===== src/rtl/str_pack_pkg.sv =====
// -----------------------------------------------------------------------------
// str_pack_pkg
//   Shared types and constants for the serial-to-packed string assembler.
//
//   char_t            one character of the input stream
//   NUL               the character value that is dropped on input
//   str_pack_state_e  assembler state (COLLECT gathers characters, EMIT
//                     presents the packed word until the consumer takes it)
//
//   Helper functions keep the packing rules in one place so the top module
//   stays a plain FSM plus datapath.
// -----------------------------------------------------------------------------
package str_pack_pkg;

  typedef logic [7:0] char_t;

  localparam char_t NUL = 8'h00;

  typedef enum logic {
    COLLECT = 1'b0,
    EMIT    = 1'b1
  } str_pack_state_e;

  // True when the character carries content and must be packed.
  function automatic logic is_printable(input char_t c);
    return (c != NUL);
  endfunction

endpackage : str_pack_pkg


===== src/rtl/str_pack_if.sv =====
// -----------------------------------------------------------------------------
// str_pack_if
//   Bundles the character input stream and the packed-word output stream of
//   str_pack.
//
//   Parameter
//     WIDTH_BYTES  output capacity in characters (>= 2)
//
//   Input stream (producer -> str_pack)
//     in_valid   a character is present
//     in_data    the character (8'h00 is NUL and is dropped)
//     in_last    the character ends the string
//     in_ready   str_pack can take a character
//
//   Output stream (str_pack -> consumer)
//     out_valid  a packed string is available
//     out_data   right-justified, NUL-left-padded packed string
//     out_len    number of non-NUL characters held in out_data
//     out_ovf    more characters arrived than out_data can hold
//     out_ready  the consumer takes the packed string
//
//   Handshake rule for both streams: a transfer happens on a rising clock
//   edge where valid and ready are both 1. The payload must be stable while
//   valid is 1 and ready is 0; payload is ignored whenever valid is 0.
//
//   Modports
//     slave   the str_pack side
//     master  the producer/consumer side (test environment or upstream logic)
// -----------------------------------------------------------------------------
interface str_pack_if
  import str_pack_pkg::*;
#(
  parameter int WIDTH_BYTES = 4
);

  localparam int DATA_W = 8 * WIDTH_BYTES;
  localparam int LEN_W  = $clog2(WIDTH_BYTES + 1);

  logic              in_valid;
  char_t             in_data;
  logic              in_last;
  logic              in_ready;

  logic              out_valid;
  logic [DATA_W-1:0] out_data;
  logic [LEN_W-1:0]  out_len;
  logic              out_ovf;
  logic              out_ready;

  modport slave (
    input  in_valid,
    input  in_data,
    input  in_last,
    output in_ready,
    output out_valid,
    output out_data,
    output out_len,
    output out_ovf,
    input  out_ready
  );

  modport master (
    output in_valid,
    output in_data,
    output in_last,
    input  in_ready,
    input  out_valid,
    input  out_data,
    input  out_len,
    input  out_ovf,
    output out_ready
  );

endinterface : str_pack_if


===== src/rtl/str_pack.sv =====
// -----------------------------------------------------------------------------
// str_pack
//   Serial-to-packed string assembler. Takes one character per cycle from a
//   valid/ready stream, drops NUL characters, and packs the string into a
//   right-justified vector whose unfilled upper bytes are 8'h00 (the same
//   layout as assigning a string to a packed vector). The last character
//   received lands in out_data[7:0]. When more characters arrive than the
//   vector holds, the oldest ones fall off the top, keeping the last
//   WIDTH_BYTES characters.
//
//   Ports
//     clk        rising-edge clock
//     reset      synchronous, active-high; discards any partial or pending
//                string
//     bus        str_pack_if.slave (character input and packed output streams)
//     dbg_state  current FSM state, for observation only
//
//   Optional feature
//     STR_PACK_OVERFLOW_EN  when defined, out_ovf reports that characters
//                           were discarded; when undefined, out_ovf is 0.
//                           Truncation is the same either way.
//
//   Timing
//     The in_last handshake at edge N gives out_valid in cycle N+1. The
//     output handshake at edge M gives in_ready in cycle M+1. All outputs
//     come from registers or decode the state register alone.
// -----------------------------------------------------------------------------
module str_pack
  import str_pack_pkg::*;
#(
  parameter int WIDTH_BYTES = 4
) (
  input  logic            clk,
  input  logic            reset,
  str_pack_if.slave       bus,
  output str_pack_state_e dbg_state
);

  localparam int DATA_W = 8 * WIDTH_BYTES;
  localparam int LEN_W  = $clog2(WIDTH_BYTES + 1);

  localparam logic [LEN_W-1:0] LEN_MAX = LEN_W'(WIDTH_BYTES);
  localparam logic [LEN_W-1:0] LEN_ONE = LEN_W'(1);

  str_pack_state_e   state;
  logic [DATA_W-1:0] data;
  logic [LEN_W-1:0]  len;

  logic              accept;  // input handshake this cycle
  logic              keep;    // accepted character that gets packed
  logic              release_out; // output handshake this cycle
  logic              full;

  // in_ready is the COLLECT decode, so the handshake only needs in_valid.
  assign accept      = bus.in_valid && (state == COLLECT);
  assign keep        = accept && is_printable(bus.in_data);
  assign release_out = bus.out_ready && (state == EMIT);
  assign full        = (len == LEN_MAX);

  // ---------------------------------------------------------------------------
  // FSM with shift register and character counter.
  // In COLLECT a kept character always shifts in; once the counter is full the
  // shift alone performs the truncation, so the counter simply saturates.
  // ---------------------------------------------------------------------------
  always_ff @(posedge clk) begin
    if (reset) begin
      state <= COLLECT;
      data  <= '0;
      len   <= '0;
    end else begin
      case (state)
        COLLECT: begin
          if (keep) begin
            data <= {data[DATA_W-9:0], bus.in_data};
            if (!full) begin
              len <= len + LEN_ONE;
            end
          end
          // A NUL carrying in_last still terminates the string.
          if (accept && bus.in_last) begin
            state <= EMIT;
          end
        end

        EMIT: begin
          if (release_out) begin
            state <= COLLECT;
            data  <= '0;
            len   <= '0;
          end
        end

        default: begin
          state <= COLLECT;
          data  <= '0;
          len   <= '0;
        end
      endcase
    end
  end

  // ---------------------------------------------------------------------------
  // Overflow flag
  // ---------------------------------------------------------------------------
`ifdef STR_PACK_OVERFLOW_EN
  logic ovf;

  // keep implies COLLECT and release_out implies EMIT, so the set and clear
  // conditions are mutually exclusive.
  always_ff @(posedge clk) begin
    if (reset) begin
      ovf <= 1'b0;
    end else if (release_out) begin
      ovf <= 1'b0;
    end else if (keep && full) begin
      ovf <= 1'b1;
    end
  end

  assign bus.out_ovf = ovf;
`else
  assign bus.out_ovf = 1'b0;
`endif

  // ---------------------------------------------------------------------------
  // Outputs
  // ---------------------------------------------------------------------------
  assign bus.in_ready  = (state == COLLECT);
  assign bus.out_valid = (state == EMIT);
  assign bus.out_data  = data;
  assign bus.out_len   = len;
  assign dbg_state     = state;

endmodule : str_pack


===== src/flat_wrapper.sv =====
// flat-port wrapper written by rule: the top's interface ports become plain ports
module str_pack_flat import str_pack_pkg::*;
#(
  parameter int WIDTH_BYTES = 4
)
  (clk, reset, dbg_state, bus_in_valid, bus_in_data, bus_in_last, bus_in_ready, bus_out_valid, bus_out_data, bus_out_len, bus_out_ovf, bus_out_ready);
  str_pack_if #(.WIDTH_BYTES(WIDTH_BYTES)) bus_i ();
  input  logic clk;
  input  logic reset;
  output str_pack_state_e dbg_state;
  input wire logic [$bits(bus_i.in_valid)-1:0] bus_in_valid;
  input wire logic [$bits(bus_i.in_data)-1:0] bus_in_data;
  input wire logic [$bits(bus_i.in_last)-1:0] bus_in_last;
  output wire logic [$bits(bus_i.in_ready)-1:0] bus_in_ready;
  output wire logic [$bits(bus_i.out_valid)-1:0] bus_out_valid;
  output wire logic [$bits(bus_i.out_data)-1:0] bus_out_data;
  output wire logic [$bits(bus_i.out_len)-1:0] bus_out_len;
  output wire logic [$bits(bus_i.out_ovf)-1:0] bus_out_ovf;
  input wire logic [$bits(bus_i.out_ready)-1:0] bus_out_ready;
  assign bus_i.in_valid = bus_in_valid;
  assign bus_i.in_data = bus_in_data;
  assign bus_i.in_last = bus_in_last;
  assign bus_in_ready = bus_i.in_ready;
  assign bus_out_valid = bus_i.out_valid;
  assign bus_out_data = bus_i.out_data;
  assign bus_out_len = bus_i.out_len;
  assign bus_out_ovf = bus_i.out_ovf;
  assign bus_i.out_ready = bus_out_ready;
  str_pack #(.WIDTH_BYTES(WIDTH_BYTES)) u_core (.clk(clk), .reset(reset), .bus(bus_i), .dbg_state(dbg_state));
endmodule

===== config.mk =====
export PLATFORM = sky130hd
export DESIGN_NAME = str_pack_flat
export DESIGN_NICKNAME = d
export VERILOG_FILES = /design/src/rtl/str_pack_pkg.sv /design/src/rtl/str_pack_if.sv /design/src/rtl/str_pack.sv /design/src/flat_wrapper.sv
export SDC_FILE = /design/constraint.sdc
export NUM_CORES = 1
export LEC_CHECK = 0
export CELL_PAD_IN_SITES_DETAIL_PLACEMENT = 2
export CELL_PAD_IN_SITES_GLOBAL_PLACEMENT = 2
export CORE_ASPECT_RATIO = 0.9
export CORE_MARGIN = 2
export CORE_UTILIZATION = 28
export DETAILED_ROUTE_END_ITERATION = 8
export GPL_TIMING_DRIVEN = 0
export PLACE_DENSITY = 0.86
export SYNTH_ARGS = -nofsm -noshare
export SYNTH_HDL_FRONTEND = slang
export SYNTH_SLANG_ARGS = --single-unit

===== constraint.sdc =====
create_clock -name clk -period 3.2 [get_ports clk]
set_clock_uncertainty 0.15 [all_clocks]
set_input_delay 0.48 -clock clk [delete_from_list [all_inputs] [get_ports clk]]
set_output_delay 0.48 -clock clk [all_outputs]
set_load 0.05 [all_outputs]

* Word level (Yosys, flattened, before mapping)
Cells that the tools add are included.
** Word-level totals
- Register bits :: 36
- Bits of input ports :: 13
- Output and inout port bits :: 39
- Logic and storage cells :: 26
** Cells by class
- $add $sub $neg :: 1
- Equal/unequal tests :: 4
- Multiplexer cells :: 10
- Bitwise logic cells :: 1
- Reductions and logical operators :: 7
** Operators by type and width (number)
- $mux 32 :: 2
- $pmux 32 s2 :: 1
- $mux 3 :: 3
- $reduce_bool 8->1 :: 1
- $pmux 3 s2 :: 1
- $logic_and 1x1->1 :: 4
- $ne 2x2->1 const B :: 2
- $add 3x1->3 const B :: 1
- $eq 3x3->1 const B :: 1
- $reduce_and 3->1 :: 1
- $mux 1 :: 2
- $ne 2x1->1 const B :: 1
- $pmux 1 s2 :: 1
- $reduce_and 2->1 :: 1
- $not 1->1 :: 1

* Longest topological paths before layout
Gate-level depths: netlist (run 1).
- Word-level depth :: 5
- Gate-level depth with buffers :: 6

* Worst setup path after synthesis (run 1)
No wires, ideal clock.
- Path type :: input -> register
- Start :: input bus_in_data[3]
- End :: register u_core.data[8] (netlist: u_core.bus.out_data[8])
- Data arrival time :: 1.809 ns
- Data required time :: 2.983 ns
- Slack :: 1.173 ns
- Cell stages on the path :: 5
- Path buffers :: 1
- Path through :: or4_4 o21a_4 buf_6 or3_1 o21ai_2
** On the way
- Cells in the longest elaborated chain, start to end :: 4
** RTL lines
- start, declared :: RTL line flat_wrapper.sv:12 : input wire logic [$bits(bus_i.in_data)-1:0] bus_in_data;
- $reduce_bool 8->1 :: RTL line str_pack_pkg.sv:26 : return (c != NUL);
- $logic_and 1x1->1 :: RTL line str_pack.sv:56 : assign keep = accept && is_printable(bus.in_data);
- $ne 2x1->1 (no line)
- $reduce_and 2->1 (no line)
- end signal, assigned :: RTL line str_pack.sv:74 : data <= {data[DATA_W-9:0], bus.in_data};
- end, declared :: RTL line str_pack.sv:46 : logic [DATA_W-1:0] data;
Every way passes these cells.
A chain may end at the register's enable or synchronous reset.

* Worst setup path in the final report (run 1)
- Start :: input bus_in_data[3]
- End :: register u_core.data[19] (netlist: u_core.bus.out_data[19])
Same word-level chain as after synthesis.

==> results of run 1 <==
[worst max-delay path, delay by kind of cell]
kind | cells | cell delay (ps)
simple gates | 1 | 560
compound gates | 2 | 530
buf+inv | 2 | 860
[where the power goes]
part	internal [mW]	switching, mW
registers	0.463	0.0111
clock network	0.176	0.156
logic	0.0693	0.120
[registers in the layout (all words and copies together) (netlist names)]
name                  cells
u_core.bus.out_valid      1
u_core.bus.out_len        3
u_core.bus.out_data      32
[routing by layer]
| layer | global-route usage | part of all wire | vias to the layer above |
|---|---|---|---|
| met5 | 0 | 0 | - |
| met4 | 0.0611 | 0.016 | 0 |
| met3 | 0.0413 | 0.041 | 5 |
| met2 | 0.272 | 0.48 | 40 |
| met1 | 0.212 | 0.46 | 684 |
| li1 | - | - | 696 |
[cell type report]
class | instances | area, um2
inverters | 4 | 15.0
plain buffers | 15 | 81.3
multi-input cells | 112 | 712
fillers | 596 | 3050
clock buffers | 8 | 90.1
well taps | 67 | 83.8
flip-flops and latches | 36 | 721
repair buffers | 50 | 500
[stage by stage]
step / hold slack [ps] / power [mW] / utilization / instances
floorplan: 473 / 0.602 / - / 167
global placement: 307 / 0.671 / 0.402 / 284
detailed placement: 317 / 0.676 / 0.402 / 284
CTS: 329 / 1.01 / 0.419 / 292
global route: 348 / 1.05 / 0.419 / 292
finish: 327 / 0.995 / 0.419 / 292
[logic make-up (layout without fill, tap and decap cells)]
family / after synthesis / in the layout / synth area share
multiplexers: 2 / 2 / 0.0131
other: 1 / 1 / 0.00245
buffers and inverters: 19 / 77 / 0.0630
flip-flops: 36 / 36 / 0.471
AND/OR/NAND/NOR: 68 / 68 / 0.273
adder cells (fa/ha/maj): 2 / 2 / 0.0164
AO/OA/AOI/OAI: 39 / 39 / 0.161
[placed cells by master (no fill, tap or decap)]
| master | n |
|---|---|
| a21oi_1 | 1 |
| a2bb2oi_1 | 1 |
| and2_1 | 1 |
| buf_2 | 2 |
| buf_4 | 2 |
| buf_6 | 2 |
| clkbuf_1 | 11 |
| clkbuf_8 | 6 |
| clkdlybuf4s50_1 | 50 |
| conb_1 | 1 |
| dfxtp_1 | 36 |
| ha_1 | 2 |
| inv_1 | 4 |
| mux2i_1 | 2 |
| nand2_1 | 4 |
| nand2b_1 | 24 |
| nand3_1 | 9 |
| nand3b_1 | 8 |
| nor2_1 | 3 |
| nor2b_1 | 1 |
| o21a_4 | 1 |
| o21ai_0 | 12 |
| o21ai_1 | 11 |
| o21ai_2 | 3 |
| o31a_1 | 1 |
| o31ai_1 | 9 |
| or3_1 | 16 |
| or4_4 | 2 |
[path summary, 6_finish.rpt]
| kind | end | startpoint |
|---|---|---|
| worst min-delay path | u_core.bus.out_data[31] | u_core.bus.out_data[31] |
| worst min register to register | u_core.bus.out_data[31] | u_core.bus.out_data[31] |
| worst max-delay path | u_core.bus.out_data[19] | bus_in_data[3] |
| worst max register to register | u_core.bus.out_data[8] | u_core.bus.out_valid |
==> metrics.cfg, run 1 <==
[layout]
drive_gt1_frac = 0.0800
nets = 239
num_antenna_cells = 0
fin_area_mm2 = 0.00220
syn_to_final_growth_pct = 44.1

[die]
start_util = 0.291
row_count = 25
die_area_mm2 = 0.00607
io_pins = 52
die_h_um = 74.1
core_mm2 = 0.00526
die_w_um = 81.9

[setup_path]
worst_setup_path_end_kind = flop
cp-start-kind = input port
path_cells = clkdlybuf4s50_1 > or4_4 > o21ai_2 > clkbuf_1 > o21ai_1
path_max_fanout = 10
cp_slowest_cell = or4_4
arrival_ps = 2430
rr_worst_depth = 5
critical_path_class = input port to flop
critPathRequiredTime_ps = 3210
r2r_setup_slack_ps = 1350
critPathMaxStageDelay_ps = 560

[grt]
grt_pass1_vias = 1486
grt_overflow = 0
grt_pass1_wl_um = 7550
track_usage = 0.166
grt_max_degree = 11
antenna_found_initial = 0

[placement]
io_buffers = 50
preCtsSetupSlack_ps = 446
dpl_cell_area_mm2 = 0.00211
hpwl_um = 3390
gp_congestion = 0.794

[timing]
slew_violations = 0
finalSetupViolCount = 0
hold_viol = 0
setup_ws_ps = 780
setup_tns_ps = 0
rsz0062_at_grt = no
period_share = 0.756
clock.fmax_ghz = 0.413
fin_crit_ps = 2420
max_slew_margin = 0.665
worstMarginPinSlew_ps = 501

[cts]
insertion_delay_ps = 290
cts_root_buffer = clkbuf_8
htreeDepth = 2
clock-sinks = 36
cts_buffers = 5
holdBufCountCts = 0
path_clk_slew_ps = 70
cts_setup_buffers = 0
ctsResizeCount = 0
cts_tree = done
clk_path_buf_depth = 2

[synthesis]
seq_area_frac_synth = 0.471
synth-seq-cells = 36
synthFlopType = dfxtp_1
synth.distinct_cells = 26
syn_inst = 167
syn-mean-instance-area_um2 = 9.16
synth_top_area_share = 0.471
yosys.area.top_type = dfxtp_1
yosysMostFrequentCell = dfxtp_1
synth_area_mm2 = 0.00153
async_reset_ff_frac = 0
synthTopCellsByArea = dfxtp_1, nand2b_1, or3_1
syn-num-nets = 182
synthTopCellsByCount = dfxtp_1, nand2b_1, or3_1, o21ai_0, o21ai_1
synth-warning-count = 0
synth_enable_flop_cells = 0

[min_path]
hp-class = flop to flop
hold_depth = 2

[routing]
drc_errors = 0
routed_wl_um = 4560
antenna_left = 0
vias = 1425
viasPerCell = 4.88
drt_iter0_drc = 83
wire_per_inst_um = 15.6
dr.pass1.iters = 4

[power]
leakage_nw = 0.745
p_per_area_mw_per_mm2 = 452
ir_drop_uv = 185

[run_status]
status = finished clean

[job]
cap_violations = 0

Power figures use the tool's default switching activity.
==> inputs of run 2 (changes only) <==
--- a/config.mk
+++ b/config.mk
@@ -9,10 +9,10 @@
 export CELL_PAD_IN_SITES_GLOBAL_PLACEMENT = 2
 export CORE_ASPECT_RATIO = 0.9
 export CORE_MARGIN = 2
-export CORE_UTILIZATION = 28
+export CORE_UTILIZATION = 26
 export DETAILED_ROUTE_END_ITERATION = 8
 export GPL_TIMING_DRIVEN = 0
-export PLACE_DENSITY = 0.86
+export PLACE_DENSITY = 0.81
 export SYNTH_ARGS = -nofsm -noshare
 export SYNTH_HDL_FRONTEND = slang
 export SYNTH_SLANG_ARGS = --single-unit
==> constraint.sdc (replaced) <==
create_clock -name clk -period 2.5 [get_ports clk]
set_clock_uncertainty 0.15 [all_clocks]
set_input_delay 0.375 -clock clk [delete_from_list [all_inputs] [get_ports clk]]
set_output_delay 0.375 -clock clk [all_outputs]
set_load 0.05 [all_outputs]
==> metrics.cfg, run 2 (synthesis gave the netlist of run 1 again) <==
[grt]
antenna_found_initial = 0
grt_pass1_wl_um = 7850
grt_overflow = 0
grt_pass1_vias = 1529
grt_max_degree = 11
track_usage = 0.155

[power]
ir_drop_uv = 187
leakage_nw = 0.741
p_per_area_mw_per_mm2 = 566

[min_path]
hp-class = flop to flop

[cts]
holdBufCountCts = 0
htreeDepth = 2
cts_tree = done
cts_buffers = 5
cts_root_buffer = clkbuf_8
cts_setup_buffers = 0
insertion_delay_ps = 290
path_clk_slew_ps = 70
clk_path_buf_depth = 2
ctsResizeCount = 0
clock-sinks = 36

[timing]
max_slew_margin = 0.623
rsz0062_at_grt = no
clock.fmax_ghz = 0.445
fin_crit_ps = 2250
slew_violations = 0
finalSetupViolCount = 0
hold_viol = 0
setup_tns_ps = 0
period_share = 0.898
worstMarginPinSlew_ps = 566

[routing]
wire_per_inst_um = 16.2
vias = 1403
drt_iter0_drc = 58
drc_errors = 0
antenna_left = 0
viasPerCell = 4.77
routed_wl_um = 4760
dr.pass1.iters = 4

[layout]
nets = 239
syn_to_final_growth_pct = 43.5
fillerInstances = 638
drive_gt1_frac = 0.0804
largest_reg_flops = 32
final_common_cell = clkdlybuf4s50_1
post-route-util = 0.385
num_antenna_cells = 0
mostFrequentLayoutCells = clkdlybuf4s50_1, dfxtp_1, nand2b_1

[run_status]
status = finished clean

[die]
die_area_mm2 = 0.00651
die_h_um = 76.8
die_w_um = 84.8
start_util = 0.269
core_mm2 = 0.00569
io_pins = 52
row_count = 26

[setup_path]
cp_slowest_cell = or4_4
cp-start-kind = input port
path_max_fanout = 10
arrival_ps = 2260
path_cells = clkdlybuf4s50_1 > or4_4 > o21ai_2 > clkbuf_1 > o21ai_1
critPathRequiredTime_ps = 2510
critical_path_class = input port to flop
worst_setup_path_end_kind = flop
critPathMaxStageDelay_ps = 560

[job]
cap_violations = 0

[placement]
hpwl_um = 3610
io_buffers = 50
gp_congestion = 0.760

==> run 2: report_power, final <==
part           switching, mW  total, mW  internal [mW]
clock                  0.203      0.392          0.189
combinational          0.154      0.243         0.0886
sequential            0.0141      0.607          0.593
total                  0.371       1.24          0.871
==> run 2: metrics by stage <==
step | hold slack [ps] | total power [mW] | instance area (um2) | std cells | setup WS (ps)
after floorplan | 368 | 0.770 | 1530 | 167 | 522
after global placement | 307 | 0.861 | 2120 | 287 | -104
after detailed placement | 337 | 0.866 | 2120 | 287 | -91.9
after CTS | 349 | 1.26 | 2190 | 294 | 216
after global routing | 380 | 1.30 | 2190 | 294 | 88.7
final | 342 | 1.24 | 2190 | 294 | 254
==> run 2: layout make-up <==
cell class	instances	area, um2	share of cell area
clock buffers	6	72.6	0.0331
plain buffers	15	81.3	0.0371
inverters	4	15.0	0.00684
repair buffers	50	500	0.228
flip-flops and latches	36	721	0.328
well taps	70	87.6	0.0399
clock inverters	1	5.00	0.00228
multi-input cells	112	712	0.324
==> run 2: metal layers <==
metal	GRT usage	up-vias	wire length, um	part of all wire
li1	-	696	-	-
met1	0.187	665	2130	0.45
met2	0.270	37	2400	0.50
met3	0.0258	5	156	0.033
met4	0.0619	0	78	0.016
met5	0	-	0	0
==> run 2: worst max-delay path: cells and delay by family <==
kind            cells  cell delay (ps)
buf+inv             2              840
simple gates        1              560
compound gates      2              470
==> run 2: worst paths after layout <==
kind	start	to	slack, ps	cells after the start
hold reg to reg	u_core.bus.out_data[24]	u_core.bus.out_data[24]	340	2
setup / recovery	bus_in_data[7]	u_core.bus.out_data[15]	250	5
hold / removal	u_core.bus.out_data[24]	u_core.bus.out_data[24]	340	2
setup reg to reg	u_core.bus.out_valid	u_core.bus.out_data[15]	610	6
